[config.mk]
export PLATFORM = sky130hd
export DESIGN_NAME = ph_gen
export DESIGN_NICKNAME = d
export VERILOG_FILES = /design/src/rtl/ph_gen.sv
export SDC_FILE = /design/constraint.sdc
export NUM_CORES = 2
export LEC_CHECK = 0
export CAP_MARGIN = 40
export CORE_MARGIN = 5
export CORE_UTILIZATION = 60
export CTS_CLUSTER_DIAMETER = 30
export DETAILED_ROUTE_END_ITERATION = 10
export PLACE_DENSITY_LB_ADDON = 0.3
export SYNTH_ARGS = -nofsm -noshare
export SYNTH_HDL_FRONTEND = slang
export SYNTH_SLANG_ARGS = --single-unit
[constraint.sdc]
create_clock -name clk -period 31.6 [get_ports clk]
set_input_delay 3.16 -clock clk [delete_from_list [all_inputs] [get_ports clk]]
set_output_delay 3.16 -clock clk [all_outputs]
set_load 0.1 [all_outputs]
[src/rtl/ph_gen.sv]
// Two-channel phase-offset sine frame generator: FRAME_LENGTH samples per start, with programmable inter-sample gap.
// Define PH_GEN_CONT_EN to chain frames phase-continuously when start is high on the done cycle.
module ph_gen #(
  parameter int X_WIDTH      = 16,
  parameter int FRAME_LENGTH = 5,
  parameter int PH_WIDTH     = 32,
  parameter int LUT_BITS     = 8
) (
  input  logic                       clk,
  input  logic                       rstn,
  input  logic                       start,
  input  logic [14:0]                amp,
  input  logic [PH_WIDTH-1:0]        step,
  input  logic [PH_WIDTH-1:0]        dph,
  input  logic [7:0]                 gap,
  output logic                       o_vld,
  output logic signed [X_WIDTH-1:0]  x1,
  output logic signed [X_WIDTH-1:0]  x2,
  output logic                       busy,
  output logic                       done
);

  localparam int LUT_SIZE = 2 ** LUT_BITS;
  localparam int CNT_W    = (FRAME_LENGTH > 1) ? $clog2(FRAME_LENGTH) : 1;
  localparam logic [CNT_W-1:0] LAST_CNT = CNT_W'(FRAME_LENGTH - 1);
  localparam real PI = 3.14159265358979323846;

  typedef enum logic [1:0] {IDLE, EMIT, GAP} state_t;

  // Table entry built at elaboration: fold into the first quadrant, Taylor-expand, round half away from zero.
  function automatic logic signed [15:0] sinEntry(input int idx);
    real theta, term, acc;
    int  half, quarter, j, r;
    logic neg;
    half    = LUT_SIZE / 2;
    quarter = LUT_SIZE / 4;
    neg     = (idx >= half);
    j       = idx % half;
    if (j > quarter) j = half - j;
    theta = 2.0 * PI * real'(j) / real'(LUT_SIZE);
    term  = theta;
    acc   = theta;
    for (int n = 1; n <= 11; n++) begin
      term = -term * theta * theta / real'((2 * n) * (2 * n + 1));
      acc  = acc + term;
    end
    r = $rtoi(32767.0 * acc + 0.5);
    if (r > 32767) r = 32767;
    return neg ? 16'(-r) : 16'(r);
  endfunction

  logic signed [15:0] w_lut [LUT_SIZE];

  for (genvar g = 0; g < LUT_SIZE; g++) begin : g_lut
    localparam logic signed [15:0] C_ENTRY = sinEntry(g);
    assign w_lut[g] = C_ENTRY;
  end

  state_t              r_state;
  logic [14:0]         r_amp;
  logic [PH_WIDTH-1:0] r_step;
  logic [PH_WIDTH-1:0] r_dph;
  logic [7:0]          r_gap;
  logic [7:0]          r_gapCnt;
  logic [PH_WIDTH-1:0] r_acc;
  logic [CNT_W-1:0]    r_cnt;

  logic                w_capture;
  logic                w_contNow;
  logic                w_emit;
  logic [14:0]         w_srcAmp;
  logic [PH_WIDTH-1:0] w_srcStep;
  logic [PH_WIDTH-1:0] w_srcDph;
  logic [PH_WIDTH-1:0] w_srcAcc;
  logic [7:0]          w_srcGap;
  logic [CNT_W-1:0]    w_srcCnt;
  logic [LUT_BITS-1:0] w_idx1;
  logic [LUT_BITS-1:0] w_idx2;
  logic signed [31:0]  w_prod1;
  logic signed [31:0]  w_prod2;

  assign w_capture = (r_state == IDLE) && start;

`ifdef PH_GEN_CONT_EN
  assign w_contNow = w_capture && done;
`else
  assign w_contNow = 1'b0;
`endif

  // The capturing edge already emits sample 0 from the live inputs, giving one cycle of latency.
  assign w_emit    = (r_state == EMIT) || (w_capture && !(w_contNow && (r_gap != 8'd0)));
  assign w_srcAmp  = w_capture ? amp  : r_amp;
  assign w_srcStep = w_capture ? step : r_step;
  assign w_srcDph  = w_capture ? dph  : r_dph;
  assign w_srcGap  = w_capture ? gap  : r_gap;
  assign w_srcAcc  = (w_capture && !w_contNow) ? '0 : r_acc;
  assign w_srcCnt  = w_capture ? '0 : r_cnt;

  assign w_idx1  = w_srcAcc[PH_WIDTH-1 -: LUT_BITS];
  assign w_idx2  = LUT_BITS'((w_srcAcc + w_srcDph) >> (PH_WIDTH - LUT_BITS));
  assign w_prod1 = $signed({17'd0, w_srcAmp}) * $signed({{16{w_lut[w_idx1][15]}}, w_lut[w_idx1]});
  assign w_prod2 = $signed({17'd0, w_srcAmp}) * $signed({{16{w_lut[w_idx2][15]}}, w_lut[w_idx2]});

  always_ff @(posedge clk or negedge rstn) begin
    if (!rstn) begin
      r_state  <= IDLE;
      r_amp    <= '0;
      r_step   <= '0;
      r_dph    <= '0;
      r_gap    <= '0;
      r_gapCnt <= '0;
      r_acc    <= '0;
      r_cnt    <= '0;
      o_vld    <= 1'b0;
      x1       <= '0;
      x2       <= '0;
      busy     <= 1'b0;
      done     <= 1'b0;
    end else begin
      if (w_capture) begin
        r_amp  <= amp;
        r_step <= step;
        r_dph  <= dph;
        r_gap  <= gap;
      end
      if (w_emit) begin
        o_vld <= 1'b1;
        busy  <= 1'b1;
        x1    <= X_WIDTH'(w_prod1 >>> 15);
        x2    <= X_WIDTH'(w_prod2 >>> 15);
        r_acc <= w_srcAcc + w_srcStep;
        if (w_srcCnt == LAST_CNT) begin
          done    <= 1'b1;
          r_cnt   <= '0;
          r_state <= IDLE;
        end else begin
          done     <= 1'b0;
          r_cnt    <= w_srcCnt + 1'b1;
          r_gapCnt <= w_srcGap;
          r_state  <= (w_srcGap == 8'd0) ? EMIT : GAP;
        end
      end else begin
        o_vld <= 1'b0;
        done  <= 1'b0;
        case (r_state)
          IDLE: begin
            // A chained frame with a nonzero gap spends this edge as its first gap cycle.
            busy <= w_contNow;
            if (w_contNow) begin
              r_cnt    <= '0;
              r_gapCnt <= r_gap - 8'd1;
              r_state  <= (r_gap == 8'd1) ? EMIT : GAP;
            end
          end
          GAP: begin
            if (r_gapCnt <= 8'd1) r_state <= EMIT;
            else                  r_gapCnt <= r_gapCnt - 8'd1;
          end
          default: ;
        endcase
      end
    end
  end

endmodule

# Word level (Yosys, flattened, before mapping)
# Memories as Yosys holds them, arrays and structs flattened.
# Cells that the tools add are included.
# classes
n_addsub,4
n_mul,2
magnitude_cmp,3
eq_ne,5
n_mux,25
bitwise_logic,2
n_reduce_logical,9
# ops
cell,n
32-bit two-way mux,3
32-bit adder,2
16-bit two-way mux,4
16-bit by 16-bit multiplier with 31-bit output,2
8-bit two-way mux,5
9-bit >= comparator (second input constant),2
8-bit NOT with 9-bit output,2
15-bit two-way mux,1
2-bit two-way mux,5
8-bit by 1-bit <= comparator with 1-bit output (second input constant),1
8-bit logical NOT,1
8-bit by 1-bit subtractor with 8-bit output (second input constant),1
3-bit two-way mux,2
2-bit nonzero test,3
1-bit two-way mux,5
2-bit inequality test (second input constant),2
3-bit by 1-bit adder with 3-bit output (second input constant),1
3-bit equality test (second input constant),1
3-bit AND reduction,1
2-bit by 1-bit equality test with 1-bit output (second input constant),1
2-bit equality test (second input constant),1
2-bit logical NOT,1
2-bit AND reduction,1
1-bit logical AND,1
1-bit logical OR,1
# word_totals
regBits,167
rom_bits,8192
out_inout_bits,35
word_cells,65
mem_count,2
# memory_table
memory,words,width,rd,rd_ports_with_merged_regs,write_ports,line_no,source
(no name shown),256,16,1,0,0,102,"assign w_prod2 = $signed({17'd0, w_srcAmp}) * $signed({{16{w_lut[w_idx2][15]}}, w_lut[w_idx2]});"
(no name shown),256,16,1,0,0,101,"assign w_prod1 = $signed({17'd0, w_srcAmp}) * $signed({{16{w_lut[w_idx1][15]}}, w_lut[w_idx1]});"

# Longest topological paths before layout
# logic_depth
word_depth,9
ltp_mapped,61
mapped_depth_nobuf,46

# Least setup slack after synthesis
# OpenSTA, ideal clock, no wires.
# synth_timing
path_type,in2reg
startpoint,input start
endpoint,register x2[4]
arrival_ns,15.412
t_required_ns,31.469
slack_ns,16.056
path_stages,52
path_cell_list,or3b_1 -> buf_2 -> buf_4 -> buf_2 -> buf_1 -> clkbuf_1 -> clkbuf_1 -> clkbuf_1 -> clkbuf_1 -> clkbuf_1 -> buf_1 -> nand2_1 -> nand2_1 -> ha_1 -> nand2_1 -> or4_1 -> o211ai_1 -> a21oi_2 -> [16 not listed] -> inv_1 -> fa_1 -> inv_1 -> fa_1 -> inv_1 -> fa_1 -> fa_1 -> inv_1 -> fa_1 -> inv_1 -> ha_1 -> a21o_1 -> a221o_1 -> a21oi_1 -> nand2_1 -> a21oi_1 -> nor4_1 -> or3b_1
# synth_via
elab_chain_len,8
elab_cells_between_ends,11
cone_classes,add/sub (1); mul (1); mux (5); bitwise (1); reduce/logical (2); memory (1)
# synth_lines
item,line_no,source
from (decl),11,"input logic start,"
1-bit logical AND,82,assign w_capture = (r_state == IDLE) && start;
32-bit two-way mux,94,assign w_srcDph = w_capture ? dph : r_dph;
named net w_srcDph[5],73,logic [PH_WIDTH-1:0] w_srcDph;
32-bit adder,100,assign w_idx2 = LUT_BITS'((w_srcAcc + w_srcDph) >> (PH_WIDTH - LUT_BITS));
8-bit NOT with 9-bit output (not written as such),102,
memory 256 x 16 bit,n/a,
16-bit two-way mux (not written as such) (2 in a row),102,
16-bit by 16-bit multiplier with 31-bit output,102,
to (signal assigned),130,x2 <= X_WIDTH'(w_prod2 >>> 15);
to (decl),18,"output logic signed [X_WIDTH-1:0] x2,"
# The timed path passes the listed nets, and every way through them passes these cells. The select of a mux whose other input is x is not followed.
# A chain may end at the register's enable or synchronous reset.

# Worst setup path after layout
# layout_timing
startpoint,input start
endpoint,register x2[13]
# layout_via
elab_chain_len,8
elab_cells_between_ends,11
cone_classes,add/sub (1); mul (1); mux (5); bitwise (1); reduce/logical (2); memory (1)
# layout_lines
item,line_no
1-bit logical AND (*),82
"32-bit two-way mux, on equally long branches","96, 94"
32-bit adder,100
8-bit NOT with 9-bit output (not written as such),102
memory 256 x 16 bit,n/a
16-bit two-way mux (not written as such) (2 in a row),102
16-bit by 16-bit multiplier with 31-bit output,102
# Every way passes the cells marked *; elsewhere a longest branch is shown, timed or not. The select of a mux whose other input is x is not followed.

==> flow_metrics.py <==
metrics = {
    "setup_path": {
        "crit_path_max_incr_delay_ns": 0.77,
        "critical_path.max_fanout": 82,
        "cp-start-kind": "input pin",
        "critPathArrivalTime_ns": 18.25,
        "required_ns": 32.00,
        "slowest_stage": "buf_4",
        "critPathKind": "input pin to register",
        "crit_top_cell": "inv_1",
        "critPathCaptureType": "register",
    },
    "timing": {
        "hold_viol": 0,
        "max_freq_mhz": 56.04,
        "tns_ns": 0,
        "finalSetupViolCount": 0,
        "slew_viol_final": 0,
        "min_period_ns": 17.84,
        "max_slew_margin_pct": 34.52,
        "tightest_slew_ns": 0.9739,
        "rsz0062_at_grt": "false",
        "fin_worst_skew_ns": 0.01755,
        "min_period_over_period_pct": 56.47,
    },
    "floorplan": {
        "num_rows": 87,
        "die_h_um": 248.4,
        "die_w_um": 248.4,
        "io_pins": 125,
        "fp.dieArea_sq_um": 61690,
        "start_util_pct": 60.47,
        "core-area_sq_um": 56390,
    },
    "yosys": {
        "syn_inst": 4530,
        "synth_fp_nets": 5277,
        "synth_area_sq_um": 34100,
        "ys_seq_elements": 167,
        "synthFlopType": "dfrtp_1",
        "ys_types": 94,
        "synthArstFlopShare_pct": 100.0,
        "synth_edf_count": 0,
        "synth.area.top_cells": "fa_1 (21%), dfrtp_1 (12%), ha_1 (11%)",
        "synth_top_area_share_pct": 21.08,
        "seq_area_frac_synth_pct": 12.26,
        "synth_warnings": 0,
        "synth.avg_cell_area_sq_um": 7.527,
        "synth_top_area_cell": "fa_1",
    },
    "drt": {
        "vias_per_cell": 6.697,
        "ant_nets": 0,
        "vias": 35230,
        "drtPass1Iterations": 7,
        "avgRoutedWirePerCell_um": 24.99,
        "drc": 0,
        "drt_iter0_drc": 5562,
        "drt-total-wl_um": 131500,
    },
    "global_routing": {
        "grt_pass1_wl_um": 201900,
        "grt_pass1_vias": 34480,
        "antenna_found_initial": 2,
        "grt_overflow_total": 0,
        "grtUsageTotal_pct": 42.27,
        "grt_max_degree": 117,
    },
    "finish": {
        "syn2layout_area_growth_pct": 9.002,
        "final_area_sq_um": 37160,
        "fin_cells": 5260,
        "fill_cells": 4918,
        "nets": 5237,
        "fin_util_pct": 65.91,
        "drive_gt1_share_pct": 5.441,
    },
    "cts": {
        "root_buffer": "clkbuf_16",
        "ctsHoldBuffers": 0,
        "cts.htree.levels": 4,
        "path_clk_slew_ns": 0.09,
        "clkSinkCount": 167,
        "post-cts-setup-buffers": 0,
        "worstSkewPairLatency_ns": 0.51,
        "tritoncts": "yes",
        "cts_made_buffers": 17,
        "clock_path_buffers": 2,
        "post_cts_resized": 0,
    },
    "place": {
        "postPlaceCellArea_sq_um": 36560,
        "gp_congestion": 1.077,
        "numPlacedInstances": 5227,
        "port_buffers": 124,
        "dp_hpwl_um": 96760,
    },
    "hold_path": {
        "min_path_type": "register to register",
    },
    "status": {
        "status": "finished clean",
    },
    "job": {
        "maxCapViolCount": 0,
    },
}
==> metal layers <==
metal	global-route usage, %	wire length [um]
met3	13.74	17590
met5	0	0
met2	62.01	54900
met1	56.22	50180
met4	21.55	8792
==> synth_stat cells, drive strengths merged (31+ instances only) <==
library cell,instances
nor3,82
nor2,426
a31oi,51
o22ai,37
inv,499
dfrtp,167
a211oi,78
fa,359
a21oi,255
and2,65
buf,100
xnor2,69
clkbuf,224
ha,298
nand3,94
a21o,46
mux2i,31
o211ai,64
nand2b,71
nand2,729
o21ai,298
==> area by class of cell <==
class	instances	area (sq um)	area share, %
Antenna cell	1	2.502	0.006733
Sequential cell	167	4182	11.25
Timing Repair Buffer	265	2714	7.302
Clock inverter	15	180.2	0.4848
Tap cell	756	945.9	2.545
Multi-Input combinational cell	3530	26800	72.12
Inverter	509	1911	5.141
Clock buffer	17	425.4	1.145
==> stage by stage <==
stage	hold slack (ns)	worst slack, ns
2_1_floorplan	0.4377	16.06
3_3_place_gp	0.4536	14.07
3_5_place_dp	0.4630	13.78
4_1_cts	0.4812	14.31
5_1_grt	0.5092	13.11
6_report	0.4765	13.76
==> cell families after synthesis <==
kind of cell,Yosys count,share of synthesized area [%]
fa+ha+maj,665,32.25
mux,38,1.251
xor+xnor,93,2.389
compound gates,1132,21.77
flops,167,12.26
buf+inv,833,9.475
simple gates,1602,20.61
==> worst max-delay path, delay by kind of cell <==
kind	cells	cell delay [ns]
AND/OR/NAND/NOR	11	3.28
AO/OA/AOI/OAI	16	3.97
buffers and inverters	12	4.34
adder cells (fa/ha/maj)	8	3.40
==> cell usage in the layout, fill, tap and decap left out, types with 37 or more instances in the layout <==
cell type | netlist | layout
o22ai_1 | 37 | 37
nand2b_1 | 71 | 71
a21oi_1 | 253 | 251
o21ai_0 | 291 | 288
xnor2_1 | 69 | 66
ha_1 | 298 | 298
fa_1 | 359 | 359
inv_1 | 497 | 497
nor2_1 | 423 | 422
a21o_1 | 46 | 46
dfrtp_1 | 167 | 165
and2_1 | 65 | 65
o211ai_1 | 64 | 64
nand2_1 | 728 | 726
nand3_1 | 94 | 94
a31oi_1 | 51 | 51
buf_4 | 7 | 96
nor3_1 | 82 | 82
a211oi_1 | 76 | 76
clkdlybuf4s50_1 | 0 | 122
==> registers in the layout, summed over array words and instances (netlist names), named ones only <==
name      flops
r_step       32
r_cnt         3
r_gap         8
busy          1
r_amp        15
x1           16
r_dph        31
o_vld         1
x2           16
r_acc        32
r_state       2
r_gapCnt      8
done          1
==> final timing paths <==
check	from	slack (ns)	depth (start not counted)	to
min in group asynchronous	rstn	2.55	1	x1[0]
max reg2reg	r_state[1]	16.23	46	x2[13]
min	r_acc[8]	0.48	2	r_acc[8]
min reg2reg	r_acc[8]	0.48	2	r_acc[8]
max in group asynchronous	rstn	27.68	4	x2[1]
max	start	13.76	47	x2[13]
Power is left out: the tool's default activity adds up to more than one toggle a clock period on the data nets, which glitch-free logic cannot reach.
